===== config.mk =====
export PLATFORM = sky130hd
export DESIGN_NAME = fetch_stage
export DESIGN_NICKNAME = d
export VERILOG_FILES = /design/src/rtl/fetch_stage.sv
export SDC_FILE = /design/constraint.sdc
export NUM_CORES = 1
export LEC_CHECK = 0
export CORE_MARGIN = 2
export CORE_UTILIZATION = 46
export CTS_CLUSTER_SIZE = 12
export DETAILED_ROUTE_END_ITERATION = 7
export PLACE_DENSITY = 0.81
export SYNTH_ARGS = -nofsm -noshare
export SYNTH_HDL_FRONTEND = slang
export SYNTH_SLANG_ARGS = --single-unit

===== constraint.sdc =====
create_clock -name Clk -period 5.63 [get_ports Clk]
set_input_delay 1.4075 -clock Clk [delete_from_list [all_inputs] [get_ports Clk]]
set_output_delay 1.4075 -clock Clk [all_outputs]
set_load 0.1 [all_outputs]

===== src/rtl/fetch_stage.sv =====
// ---------------------------------------------------------------------------
// fetch_stage
//
// Instruction-fetch stage of the 5-stage pipelined CPU. It holds the PC,
// picks the next PC (sequential, branch, jump or hold), presents the PC to
// instruction memory combinationally, and latches the returned word together
// with PC+4 into the IF/ID register for the decode stage. Three saturating
// counters record fetch, stall and flush events.
//
// Ports
//   Clk       clock; all state changes on the rising edge
//   Rst       asynchronous active-high reset
//   STALL     active-low stall: 0 holds the PC and IF/ID
//   Condep    active-low flush: 0 replaces the IF/ID contents with a bubble
//   Pcsrc     next-PC select: 00/01 PC+4, 10 branch target, 11 jump target
//   BrAddr    branch target address
//   JAddr     jump target address
//   ImemData  instruction word that memory returns for ImemAddr
//   ImemAddr  current PC
//   InstD     IF/ID instruction
//   Pc4D      IF/ID PC+4
//   ValidD    IF/ID holds a real fetched instruction
//   AlignErr  sticky flag: a redirect to a target with nonzero [1:0] was taken
//   FetchCnt  instructions loaded into IF/ID (saturating)
//   StallCnt  cycles held by a stall without a flush (saturating)
//   FlushCnt  cycles in which IF/ID was flushed (saturating)
// ---------------------------------------------------------------------------
module fetch_stage #(
  parameter logic [31:0] RESET_PC = 32'h0000_0000,
  parameter logic [31:0] NOP_INST = 32'h0000_0000,
  parameter int          CNT_W    = 16
) (
  input  logic             Clk,
  input  logic             Rst,
  input  logic             STALL,
  input  logic             Condep,
  input  logic [1:0]       Pcsrc,
  input  logic [31:0]      BrAddr,
  input  logic [31:0]      JAddr,
  input  logic [31:0]      ImemData,
  output logic [31:0]      ImemAddr,
  output logic [31:0]      InstD,
  output logic [31:0]      Pc4D,
  output logic             ValidD,
  output logic             AlignErr,
  output logic [CNT_W-1:0] FetchCnt,
  output logic [CNT_W-1:0] StallCnt,
  output logic [CNT_W-1:0] FlushCnt
);

  // Source that feeds the PC register on the next edge.
  typedef enum logic [1:0] {
    PC_SEQ  = 2'b00,
    PC_HOLD = 2'b01,
    PC_BR   = 2'b10,
    PC_JMP  = 2'b11
  } pc_sel_t;

  localparam logic [CNT_W-1:0] CNT_MAX = '1;
  localparam logic [CNT_W-1:0] CNT_ONE = {{(CNT_W-1){1'b0}}, 1'b1};

  logic [31:0] pc_q;
  logic [31:0] pc_next;
  logic [31:0] pc4;
  logic [31:0] redirect_tgt;
  pc_sel_t     pc_sel;
  logic        redirect;
  logic        tgt_misaligned;
  logic        stall;
  logic        flush;
  logic        load_ifid;
  logic        fetch_inc;
  logic        stall_inc;
  logic        flush_inc;

  assign stall    = ~STALL;
  assign flush    = ~Condep;
  assign ImemAddr = pc_q;

  // Plain 32-bit add, so PC 32'hFFFFFFFC wraps to 0.
  assign pc4 = pc_q + 32'd4;

  // Next-PC selection. A redirect beats a stall: when both arrive together
  // the stalled decode instruction is on the wrong path and is being
  // squashed, so holding the PC would lose the redirect.
  always_comb begin
    pc_sel       = PC_SEQ;
    redirect     = 1'b0;
    redirect_tgt = JAddr;
    if (Pcsrc == 2'b10) begin
      pc_sel       = PC_BR;
      redirect     = 1'b1;
      redirect_tgt = BrAddr;
    end else if (Pcsrc == 2'b11) begin
      pc_sel       = PC_JMP;
      redirect     = 1'b1;
      redirect_tgt = JAddr;
    end else if (stall) begin
      pc_sel = PC_HOLD;
    end
  end

  assign tgt_misaligned = redirect && (redirect_tgt[1:0] != 2'b00);

  // Redirect targets are forced word-aligned; the misalignment is only
  // reported through AlignErr.
  always_comb begin
    pc_next = pc4;
    case (pc_sel)
      PC_SEQ:  pc_next = pc4;
      PC_HOLD: pc_next = pc_q;
      PC_BR:   pc_next = {BrAddr[31:2], 2'b00};
      PC_JMP:  pc_next = {JAddr[31:2], 2'b00};
      default: pc_next = pc4;
    endcase
  end

  always_ff @(posedge Clk or posedge Rst) begin
    if (Rst) begin
      pc_q <= RESET_PC;
    end else begin
      pc_q <= pc_next;
    end
  end

  always_ff @(posedge Clk or posedge Rst) begin
    if (Rst) begin
      AlignErr <= 1'b0;
    end else if (tgt_misaligned) begin
      AlignErr <= 1'b1;
    end
  end

  // IF/ID register. Flush wins over stall; ImemData is only sampled when
  // the register actually loads.
  assign load_ifid = Condep & STALL;

  always_ff @(posedge Clk or posedge Rst) begin
    if (Rst) begin
      InstD  <= NOP_INST;
      Pc4D   <= 32'h0000_0000;
      ValidD <= 1'b0;
    end else if (flush) begin
      InstD  <= NOP_INST;
      Pc4D   <= 32'h0000_0000;
      ValidD <= 1'b0;
    end else if (load_ifid) begin
      InstD  <= ImemData;
      Pc4D   <= pc4;
      ValidD <= 1'b1;
    end
  end

  // Performance counters, each sticking at all-ones instead of wrapping.
  assign fetch_inc = load_ifid;
  assign stall_inc = stall & Condep;
  assign flush_inc = flush;

  always_ff @(posedge Clk or posedge Rst) begin
    if (Rst) begin
      FetchCnt <= '0;
      StallCnt <= '0;
      FlushCnt <= '0;
    end else begin
      if (fetch_inc && (FetchCnt != CNT_MAX)) begin
        FetchCnt <= FetchCnt + CNT_ONE;
      end
      if (stall_inc && (StallCnt != CNT_MAX)) begin
        StallCnt <= StallCnt + CNT_ONE;
      end
      if (flush_inc && (FlushCnt != CNT_MAX)) begin
        FlushCnt <= FlushCnt + CNT_ONE;
      end
    end
  end

endmodule

Yosys cells after proc, flatten, opt, wreduce, memory -nomap -nowiden

Cells that the tools add are included.

Flip-flop bits (word level): 146
Input port bits: 102
Output and inout port bits: 146
Logic and storage cells: 44

Add/subtract/negate cells: 4
Equal/unequal tests: 9
Muxes and demuxes: 13
Bitwise logic cells: 4
Reduce and logical (&&, ||, !) cells: 6

Operators with widths:

| cell                                                             | count |
|---|---|
| 32-bit two-way mux                                               | 4 |
| 32-bit case mux with 3 select lines                              | 1 |
| 16-bit by 1-bit adder with 16-bit output (second input constant) | 3 |
| 16-bit != test (second input constant)                           | 3 |
| 32-bit by 3-bit adder with 32-bit output (second input constant) | 1 |
| 2-bit == test (second input constant)                            | 4 |
| 2-bit two-way mux                                                | 3 |
| 1-bit two-way mux                                                | 5 |
| 1-bit logical AND                                                | 4 |
| 1-bit bitwise AND                                                | 2 |
| 2-bit by 1-bit == test with 1-bit output (second input constant) | 1 |
| 2-bit logical NOT                                                | 1 |
| 2-bit by 1-bit != test with 1-bit output (second input constant) | 1 |
| 1-bit inverter                                                   | 2 |
| 2-bit nonzero test                                               | 1 |

Logic depth before layout (Yosys ltp)

Word-level depth: 5
Mapped depth: 7
Gate-level depth less buffers: 5

Least setup slack after synthesis

No wires, ideal clock.

Kind: input port to flip-flop
From: input STALL
To: register pc_q[28], in the netlist ImemAddr[28]
Setup time: 0.124 ns
Arrival: 2.929 ns
Data required time: 5.506 ns
Slack: 2.577 ns
Cell stages on the path: 6
Path buffers: 2
Cells stage by stage: clkbuf_1 nand4_1 or4_1 clkbuf_1 o31a_1 o31a_1

Cells in the longest elaborated chain, start to end: 5
Elaborated cells between the ends (all ways): 8
Those cells by class: 3 x eq/ne; 4 x mux; 1 x reduce/logical

Ends and longest elaborated chain:

| what                                                      | line | text |
|---|---|---|
| start: declaration                                        | 35   | `input logic STALL,` |
| 1-bit two-way mux (*)                                     | 98   | `end else if (stall) begin` |
| 2-bit two-way mux (*)                                     | 94   | `end else if (Pcsrc == 2'b11) begin` |
| 2-bit two-way mux (*)                                     | 90   | `if (Pcsrc == 2'b10) begin` |
| 2-bit == test / 2-bit logical NOT (equally long branches) | 109  | `case (pc_sel)` |
| 32-bit case mux with 3 select lines                       | 109  |  |
| end signal: assignment                                    | 122  | `pc_q <= pc_next;` |
| end: declaration                                          | 62   | `logic [31:0] pc_q;` |

Every way passes the cells marked *; elsewhere a longest branch is shown, timed or not.
A chain may end at the register's enable or synchronous reset.

Worst setup path after layout

From: register pc_q[6], in the netlist ImemAddr[6]
To: output ImemAddr[6]

RTL lines:

| what             | line | text |
|---|---|---|
| end: declaration | 41   | `output logic [31:0] ImemAddr,` |

No word-level cell between the ends.

==> impl_metrics.env <==
export IMPL_routed_wirelength_mm=19.7
export IMPL_slowest_stage="clkdlybuf4s50_1"
export IMPL_cp_cell_sequence="clkdlybuf4s50_1"
export IMPL_start_util_pct=46.9
export IMPL_cts_tree="done"
export IMPL_area_growth_pct=42.2
export IMPL_dr_pass1_iters=5
export IMPL_crit_family="buffers and inverters"
export IMPL_path_class="register to output pin"
export IMPL_synth_xor_area_share_pct=7.46
export IMPL_cts_setup_buffers=0
export IMPL_irDropWorstVdd_v=0.000405
export IMPL_insertion_delay_ns=0.42
export IMPL_slew_headroom_pct=27.6
export IMPL_grt_pass1_wl_mm=31.2
export IMPL_die_y_um=131
export IMPL_cpPeakStageDelay_ns=1.22
export IMPL_netlist_area_mm2=0.00739
export IMPL_synth_simple_gate_area_share_pct=19.3
export IMPL_netlist_area_leader_share_pct=48.1
export IMPL_cp_required_ns=4.22
export IMPL_pin_count=248
export IMPL_cts_sinks=142
export IMPL_final_cells=1190
export IMPL_drive_above_1_share_pct=5.13
export IMPL_grt_use_total_pct=23.2
export IMPL_dp_cells=1159
export IMPL_antenna_found_initial=0
export IMPL_synth_edff_count=0
export IMPL_power_leakage_nw=4.31
export IMPL_finalPower_mw=4.09
export IMPL_clockRootBuffer="clkbuf_16"
export IMPL_yosysTopAreaCell="dfrtp_1"
export IMPL_cellPowerDensity_mw_per_mm2=389
export IMPL_min_path_type="register to register"
export IMPL_ys_types=46
export IMPL_ys_warnings_count=0
export IMPL_vias=6514
export IMPL_async_flop_share_pct=100
export IMPL_slew_viol_final=0
export IMPL_fin_hold_ws_ns=0.493
export IMPL_rows=46
export IMPL_layout_nets=1068
export IMPL_synth_compound_area_share_pct=13.2
export IMPL_path_buf_inv=1
export IMPL_avgSynthCellArea_um2=9.86
export IMPL_cts_buffers=17
export IMPL_outcome="finished clean"
export IMPL_grt_pass1_vias=6109
export IMPL_cts_resized=0
export IMPL_die_area_mm2=0.0171
export IMPL_critPathCaptureType="output pin"
export IMPL_nFillCells=1286
export IMPL_rsz0062_at_grt="false"
export IMPL_ctsHoldBuffers=0
export IMPL_ys_seq_elements=142
export IMPL_final_common_cell="clkdlybuf4s50_1"
export IMPL_globalRouteOverflowTotal=0
export IMPL_synth_top_family_by_area="simple AND/OR/NAND/NOR gates"
export IMPL_cts_clk_slew_worst_paths_ns=0.05
export IMPL_drt_iter0_markers=413
export IMPL_core_area_mm2=0.0158
export IMPL_layout_common_cells="clkdlybuf4s50_1, dfrtp_1, nor2_1"
export IMPL_via_per_inst=5.47
export IMPL_wl_per_cell_um=16.6
export IMPL_diodes=0
export IMPL_tns_ns=0
export IMPL_setup_viol=0
export IMPL_io_buffers=243
export IMPL_dp_hpwl_mm=14.1
export IMPL_seq_area_frac_synth_pct=48.1
export IMPL_synth_adder_area_share_pct=0.677
export IMPL_hold_viol=0
export IMPL_cap_violations=0
export IMPL_tightest_slew_ns=1.08
export IMPL_worstPathArrival_ns=2.23
export IMPL_htreeDepth=4
export IMPL_critical_path_startpoint_type="register"
export IMPL_ctsLongestPathBuffers=2
export IMPL_pre_cts_ws_ns=1.73
export IMPL_setup_slack_ns=2.00
export IMPL_period_needed_ns=3.63
export IMPL_fin_skew_ns=0.0116
export IMPL_route_detailed_drc=0
export IMPL_finalWeightedCongestion=0.861
export IMPL_fin_crit_sh_pct=64.6
export IMPL_synthTopCellsByArea="dfrtp_1, mux2i_1, xor2_1"
export IMPL_grt_max_degree=117
export IMPL_syn_inst=750
export IMPL_synth_mux_area_share_pct=7.43
export IMPL_max_freq_ghz=0.275
export IMPL_crit_fanout=10
export IMPL_drtAntennaViolNets=0
export IMPL_die_w_um=131
export IMPL_synthFlopType="dfrtp_1"
==> final cells by class <==
cell class	count	area, µm²	share of cell area (%)
clock buffer	18	429	4.08
clock inverter	13	193	1.83
inverter	10	42.5	0.405
multi-input combinational	544	3570	34.0
sequential	142	3550	33.8
tap	216	270	2.57
timing repair buffer	247	2450	23.3
==> path summary, 6_finish.rpt <==
check / to / depth (start not counted) / start / slack [ns]
worst max-delay path: ImemAddr[6] / 1 / ImemAddr[6] / 2.00
worst min-delay path: FetchCnt[15] / 1 / FetchCnt[15] / 0.49
worst max register to register: ImemAddr[25] / 4 / ImemAddr[6] / 3.18
worst min register to register: FetchCnt[15] / 1 / FetchCnt[15] / 0.49
max in group asynchronous: ImemAddr[13] / 3 / Rst / 3.02
min in group asynchronous: FlushCnt[8] / 2 / Rst / 1.60
==> synth_stat cells, types with 7 or more instances <==
| cell type | count |
|---|---|
| a31oi_1 | 22 |
| o21ai_0 | 40 |
| o31a_1 | 17 |
| mux2_2 | 7 |
| nand4_1 | 27 |
| nor3_1 | 19 |
| nand3_1 | 32 |
| buf_1 | 8 |
| xor2_1 | 42 |
| or3_1 | 10 |
| a211oi_1 | 25 |
| a21oi_1 | 33 |
| clkbuf_1 | 37 |
| nor2b_1 | 14 |
| nor2_1 | 57 |
| inv_1 | 10 |
| or4_1 | 15 |
| dfrtp_1 | 142 |
| o31ai_1 | 9 |
| xnor2_1 | 21 |
| nand2_1 | 39 |
| mux2i_1 | 47 |
| nor4_1 | 19 |
==> layer usage <==
metal / part of all wire, % / global-route usage (%) / vias up
met4: 1.5 / 6.76 / 0
met5: 0 / 0 / -
li1: - / - / 3179
met1: 44 / 31.3 / 3037
met3: 6.7 / 5.33 / 31
met2: 48 / 37.7 / 267
==> where the power goes <==
part	leakage [nW]	internal (mW)	switching [mW]	total [mW]
registers	1.81	1.14	0.171	1.32
clock network	0.296	0.741	0.435	1.18
logic	2.20	0.403	1.19	1.60
==> kinds of logic after synthesis <==
kind of cell / after synthesis
AOI/OAI and AO/OA: 155
and+or+nand+nor: 264
muxes: 54
xor gates and xnor gates: 63
DFF: 142
other: 1
adders and majority gates: 4
buffers and inverters: 67
==> metrics by stage <==
step	utilization, %	area (µm²)
final	66.7	10500
after global routing	66.7	10500
after CTS	66.7	10500
after detailed placement	62.7	9890
after global placement	62.7	9890
after floorplan	-	7410
==> registers in the layout, indices dropped and copies added, names as in the netlist <==
register	cells
AlignErr	1
FetchCnt	16
FlushCnt	16
ImemAddr	30
InstD	32
Pc4D	30
StallCnt	16
ValidD	1
(Power assumes the default switching activity.)
